File: config.mk
export PLATFORM = sky130hd
export DESIGN_NAME = write_back_register_file_flat
export DESIGN_NICKNAME = d
export VERILOG_FILES = /design/src/rtl/write_back_register_file_if.sv /design/src/rtl/write_back_register_file.sv /design/src/flat_wrapper.sv
export SDC_FILE = /design/constraint.sdc
export NUM_CORES = 2
export LEC_CHECK = 0
export CORE_MARGIN = 8
export CORE_UTILIZATION = 35
export CTS_CLUSTER_SIZE = 12
export DETAILED_ROUTE_END_ITERATION = 6
export PLACE_DENSITY = 0.62
export SLEW_MARGIN = 20
export SYNTH_ARGS = -nofsm -noshare
export SYNTH_HDL_FRONTEND = slang
export SYNTH_SLANG_ARGS = --single-unit
export TNS_END_PERCENT = 100
File: constraint.sdc
create_clock -name clock -period 7.4 [get_ports clock]
set_input_delay 1.11 -clock clock [delete_from_list [all_inputs] [get_ports clock]]
set_output_delay 1.11 -clock clock [all_outputs]
set_load 0.05 [all_outputs]
File: src/rtl/write_back_register_file_if.sv
// write_back_register_file_if: write-back and register read bus between pipeline and register file.
interface write_back_register_file_if #(parameter int DATA_WIDTH = 32);
  logic                  writeBackFromMemoryOrAlu;
  logic [DATA_WIDTH-1:0] memoryReadData;
  logic [DATA_WIDTH-1:0] aluData;
  logic                  registerWriteEnable;
  logic [4:0]            rd;
  logic [4:0]            rs1;
  logic [4:0]            rs2;
  logic [DATA_WIDTH-1:0] rs1Data;
  logic [DATA_WIDTH-1:0] rs2Data;
  logic [DATA_WIDTH-1:0] writeBackData;
  logic [DATA_WIDTH-1:0] retiredWriteCount;
  modport master (
    output writeBackFromMemoryOrAlu, memoryReadData, aluData, registerWriteEnable, rd, rs1, rs2,
    input  rs1Data, rs2Data, writeBackData, retiredWriteCount
  );
  modport slave (
    input  writeBackFromMemoryOrAlu, memoryReadData, aluData, registerWriteEnable, rd, rs1, rs2,
    output rs1Data, rs2Data, writeBackData, retiredWriteCount
  );
endinterface

File: src/rtl/write_back_register_file.sv
// write_back_register_file: 2-read/1-write register file with write-back mux, same-cycle bypass and retired-write counter.
module write_back_register_file #(
  parameter int DATA_WIDTH     = 32,
  parameter int REGISTER_COUNT = 32
) (
  input logic                        clock,
  input logic                        reset,
  write_back_register_file_if.slave  bus
);
  logic [DATA_WIDTH-1:0] regs_q [REGISTER_COUNT];
  logic [DATA_WIDTH-1:0] regs_d [REGISTER_COUNT];
  logic [DATA_WIDTH-1:0] count_q, count_d;
  logic [DATA_WIDTH-1:0] wb;
  logic                  commit;
  always_comb begin
    wb      = bus.writeBackFromMemoryOrAlu ? bus.memoryReadData : bus.aluData;
    // reset gates commit, which also suppresses bypass while reset is low
    commit  = reset && bus.registerWriteEnable && (bus.rd != 5'd0);
    regs_d  = regs_q;
    if (commit) regs_d[bus.rd] = wb;
    count_d = count_q + DATA_WIDTH'(commit);
  end
  always_ff @(posedge clock) begin
    if (!reset) begin
      regs_q  <= '{default: '0};
      count_q <= '0;
    end else begin
      regs_q  <= regs_d;
      count_q <= count_d;
    end
  end
  assign bus.writeBackData     = wb;
  assign bus.retiredWriteCount = count_q;
  assign bus.rs1Data = (bus.rs1 == 5'd0) ? '0 : (commit && bus.rd == bus.rs1) ? wb : regs_q[bus.rs1];
  assign bus.rs2Data = (bus.rs2 == 5'd0) ? '0 : (commit && bus.rd == bus.rs2) ? wb : regs_q[bus.rs2];
endmodule
File: src/flat_wrapper.sv
// flat-port wrapper written by rule: the top's interface ports become plain ports
module write_back_register_file_flat 
#(
  parameter int DATA_WIDTH     = 32,
  parameter int REGISTER_COUNT = 32
)
  (clock, reset, bus_writeBackFromMemoryOrAlu, bus_memoryReadData, bus_aluData, bus_registerWriteEnable, bus_rd, bus_rs1, bus_rs2, bus_rs1Data, bus_rs2Data, bus_writeBackData, bus_retiredWriteCount);
  write_back_register_file_if #(.DATA_WIDTH(DATA_WIDTH)) bus_i ();
  input logic clock;
  input logic reset;
  input wire logic [$bits(bus_i.writeBackFromMemoryOrAlu)-1:0] bus_writeBackFromMemoryOrAlu;
  input wire logic [$bits(bus_i.memoryReadData)-1:0] bus_memoryReadData;
  input wire logic [$bits(bus_i.aluData)-1:0] bus_aluData;
  input wire logic [$bits(bus_i.registerWriteEnable)-1:0] bus_registerWriteEnable;
  input wire logic [$bits(bus_i.rd)-1:0] bus_rd;
  input wire logic [$bits(bus_i.rs1)-1:0] bus_rs1;
  input wire logic [$bits(bus_i.rs2)-1:0] bus_rs2;
  output wire logic [$bits(bus_i.rs1Data)-1:0] bus_rs1Data;
  output wire logic [$bits(bus_i.rs2Data)-1:0] bus_rs2Data;
  output wire logic [$bits(bus_i.writeBackData)-1:0] bus_writeBackData;
  output wire logic [$bits(bus_i.retiredWriteCount)-1:0] bus_retiredWriteCount;
  assign bus_i.writeBackFromMemoryOrAlu = bus_writeBackFromMemoryOrAlu;
  assign bus_i.memoryReadData = bus_memoryReadData;
  assign bus_i.aluData = bus_aluData;
  assign bus_i.registerWriteEnable = bus_registerWriteEnable;
  assign bus_i.rd = bus_rd;
  assign bus_i.rs1 = bus_rs1;
  assign bus_i.rs2 = bus_rs2;
  assign bus_rs1Data = bus_i.rs1Data;
  assign bus_rs2Data = bus_i.rs2Data;
  assign bus_writeBackData = bus_i.writeBackData;
  assign bus_retiredWriteCount = bus_i.retiredWriteCount;
  write_back_register_file #(.DATA_WIDTH(DATA_WIDTH), .REGISTER_COUNT(REGISTER_COUNT)) u_core (.clock(clock), .reset(reset), .bus(bus_i));
endmodule
==> results.sh <==
export IMPL_status="finished with violations"
export IMPL_failed_checks="design-rule violations"
export IMPL_hpwl_um=120000
export IMPL_cts_sinks=1056
export IMPL_slew_headroom=0.207
export IMPL_yosysWarningCount=0
export IMPL_die_h_um=415
export IMPL_overflow=0
export IMPL_fin_nets=5053
export IMPL_synth_top_area_frac=0.380
export IMPL_crit_start="bus_rd[3]"
export IMPL_final_cell_area_sq_mm=0.0635
export IMPL_synth_edf_count=0
export IMPL_cts_resized=0
export IMPL_coreArea_sq_mm=0.158
export IMPL_area_growth_pct=14.2
export IMPL_cts_tree="done"
export IMPL_rsz0062_at_grt="no"
export IMPL_grt_first_pass_wirelength_um=293000
export IMPL_avgRoutedWirePerCell_um=27.9
export IMPL_leakagePower_nw=33.5
export IMPL_vias=44300
export IMPL_grt_pass1_vias=42900
export IMPL_finalNonFillerCells=7129
export IMPL_layout_commonest_cell="nand2_1"
export IMPL_ioPinCount=211
export IMPL_slew_violations=0
export IMPL_clock_path_buffers=3
export IMPL_ff2ff_path_depth=7
export IMPL_cp_arrival_ns=5.35
export IMPL_die_area_sq_mm=0.172
export IMPL_grt_usage=0.222
export IMPL_netlist_top_cells_area="dfxtp_1 38%, mux4_2 21%, o211a_1 18%, nand2_1 7.2%, clkbuf_1 3.2%"
export IMPL_drtPass1Iterations=7
export IMPL_multi_input_area_sq_mm=0.0322
export IMPL_ys_types=58
export IMPL_dr_first_iter_drc_count=5131
export IMPL_drt_total_wl_um=199000
export IMPL_clk_pin_slew_ns=0.06
export IMPL_drive_gt1_frac=0.191
export IMPL_synthCells=5094
export IMPL_cts_setup_buffers=0
export IMPL_rows=146
export IMPL_ant_nets=0
export IMPL_start_util=0.352
export IMPL_hold_depth=1
export IMPL_routed_via_density=6.21
export IMPL_dpl_cell_area_sq_mm=0.0596
export IMPL_synth_nets=5180
export IMPL_placed_cells=6921
export IMPL_place_congestion=0.834
export IMPL_yosys_most_used_dff="dfxtp_1"
export IMPL_nFillCells=15000
export IMPL_drcViolationCount=1
export IMPL_utilization=0.402
export IMPL_crit_required_ns=6.29
export IMPL_cp_start_kind="input pin"
export IMPL_ys_ff_latch=1056
export IMPL_netlist_area_sq_mm=0.0556
export IMPL_setup_tns_final_ns=0
export IMPL_tightest_slew_ns=1.19
export IMPL_mostFrequentLayoutCells="1,059 x nand2_1, 1,056 x dfxtp_1, 992 x o211a_1"
export IMPL_grt_max_degree=98
export IMPL_seqCellArea_sq_mm=0.0211
export IMPL_postCtsHoldBufs=0
export IMPL_cts_root_buffer="clkbuf_16"
export IMPL_period_share=0.873
export IMPL_hold_class="flip-flop to flip-flop"
export IMPL_ys_seq_area_frac=0.380
export IMPL_antenna_found_initial=3
export IMPL_setup_viol=0
export IMPL_cp_end_kind="output port"
export IMPL_fmax_mhz=155
export IMPL_chipWidth_um=415
export IMPL_avgSynthCellArea_sq_um=10.9
export IMPL_p_per_area_mw_per_mm2=204
export IMPL_path_class="input pin to output port"
export IMPL_cap_viol_max_count=0
export IMPL_r2r_start="u_core.bus.retiredWriteCount[0]"
export IMPL_io_buffers=210
export IMPL_yosysTopAreaCell="dfxtp_1"
export IMPL_cts_buffers=114
export IMPL_hp_start="u_core.regs_q[1021]"
export IMPL_ir_drop_mv=0.182
export IMPL_synthArstFlopShare=0
export IMPL_fin_crit_ns=6.46
export IMPL_hold_violations=0
export IMPL_path_max_fanout=10
export IMPL_fin_worst_skew_ns=0.00845
export IMPL_clock_latency_ns=0.72
export IMPL_cts_max_level=3
==> per-layer routing <==
| layer | global-route usage | share of wire | vias up |
|---|---|---|---|
| li1 | - | - | 19000 |
| met4 | 0.122 | 0.064 | 0 |
| met1 | 0.280 | 0.39 | 22700 |
| met3 | 0.0345 | 0.075 | 509 |
| met5 | 0 | 0 | - |
| met2 | 0.363 | 0.47 | 2062 |
==> layout make-up <==
type,count,area share
inverters,36,0.00217
multi-input cells,3391,0.507
clock inverters,32,0.00508
well taps,2072,0.0408
clock buffers,172,0.0547
flip-flops and latches,1056,0.333
repair buffers,368,0.0569
diodes,2,0.0000788
==> cells in the mapped netlist (11+ instances only) <==
cell      number
inv_1         35
nand3_1       14
and3_1        23
nand4_1       11
nor3_1        28
o22ai_1       24
mux2i_1      171
a221oi_1      37
buf_2         68
a211oi_1      76
buf_4         25
xnor2_1       25
a21oi_1       52
buf_1         16
o211a_1      992
dfxtp_1     1056
mux4_2       520
nand2_1     1059
nor2b_1       72
o21ai_0       23
o21ai_1       14
clkbuf_1     473
nor2_1        73
buf_6         22
xor2_1        11
a22oi_1       14
and2_1        67
==> sequential cells by signal, indices dropped and copies added, names as in the netlist <==
register	count
u_core.regs_q	1024
u_core.bus.retiredWriteCount	32
==> logic make-up (layout without fill, tap and decap cells) <==
kind of cell             Yosys count  count (layout)  synth area share
flip-flops                      1056            1056             0.380
AND/OR/NAND/NOR                 1380            1380             0.105
multiplexers                     700             700             0.243
XOR/XNOR                          36              36           0.00567
buffers and inverters            647             608            0.0517
AO/OA/AOI/OAI                   1272            1272             0.214
other                              0               2                 0
adder cells (fa/ha/maj)            3               3          0.000675
==> stage by stage <==
| step | power, mW | setup WS [ns] | hold slack [ns] |
|---|---|---|---|
| floorplan | 6.72 | 2.54 | 0.443 |
| finish | 13.0 | 0.940 | 0.482 |
| global route | 13.3 | 0.938 | 0.496 |
| CTS | 13.0 | 1.09 | 0.478 |
| global placement | 7.25 | 1.17 | 0.455 |
| detailed placement | 7.25 | 1.11 | 0.465 |
==> report_power, final <==
part           total, mW  internal [mW]  leakage [nW]  switching (mW)
sequential          5.76           5.72          8.51          0.0305
clock               5.83           3.36          1.89            2.47
combinational       1.38          0.442          23.1           0.936
total               13.0           9.53          33.5            3.44
==> worst paths after layout <==
kind	endpoint	slack, ns
worst max register to register	u_core.bus.retiredWriteCount[30]	4.57
worst max-delay path	bus_rs1Data[12]	0.94
worst min register to register	u_core.regs_q[1021]	0.48
worst min-delay path	u_core.regs_q[1021]	0.48
==> worst max-delay path, stage by stage <==
cell             delay, ns
clkdlybuf4s50_1       0.71
or3_1                 0.44
o311a_4               0.26
nand3_1               0.36
nand2_1               0.68
o22ai_1               0.18
a211oi_1              0.64
clkdlybuf4s50_1       0.94
Power figures use the tool's default switching activity.
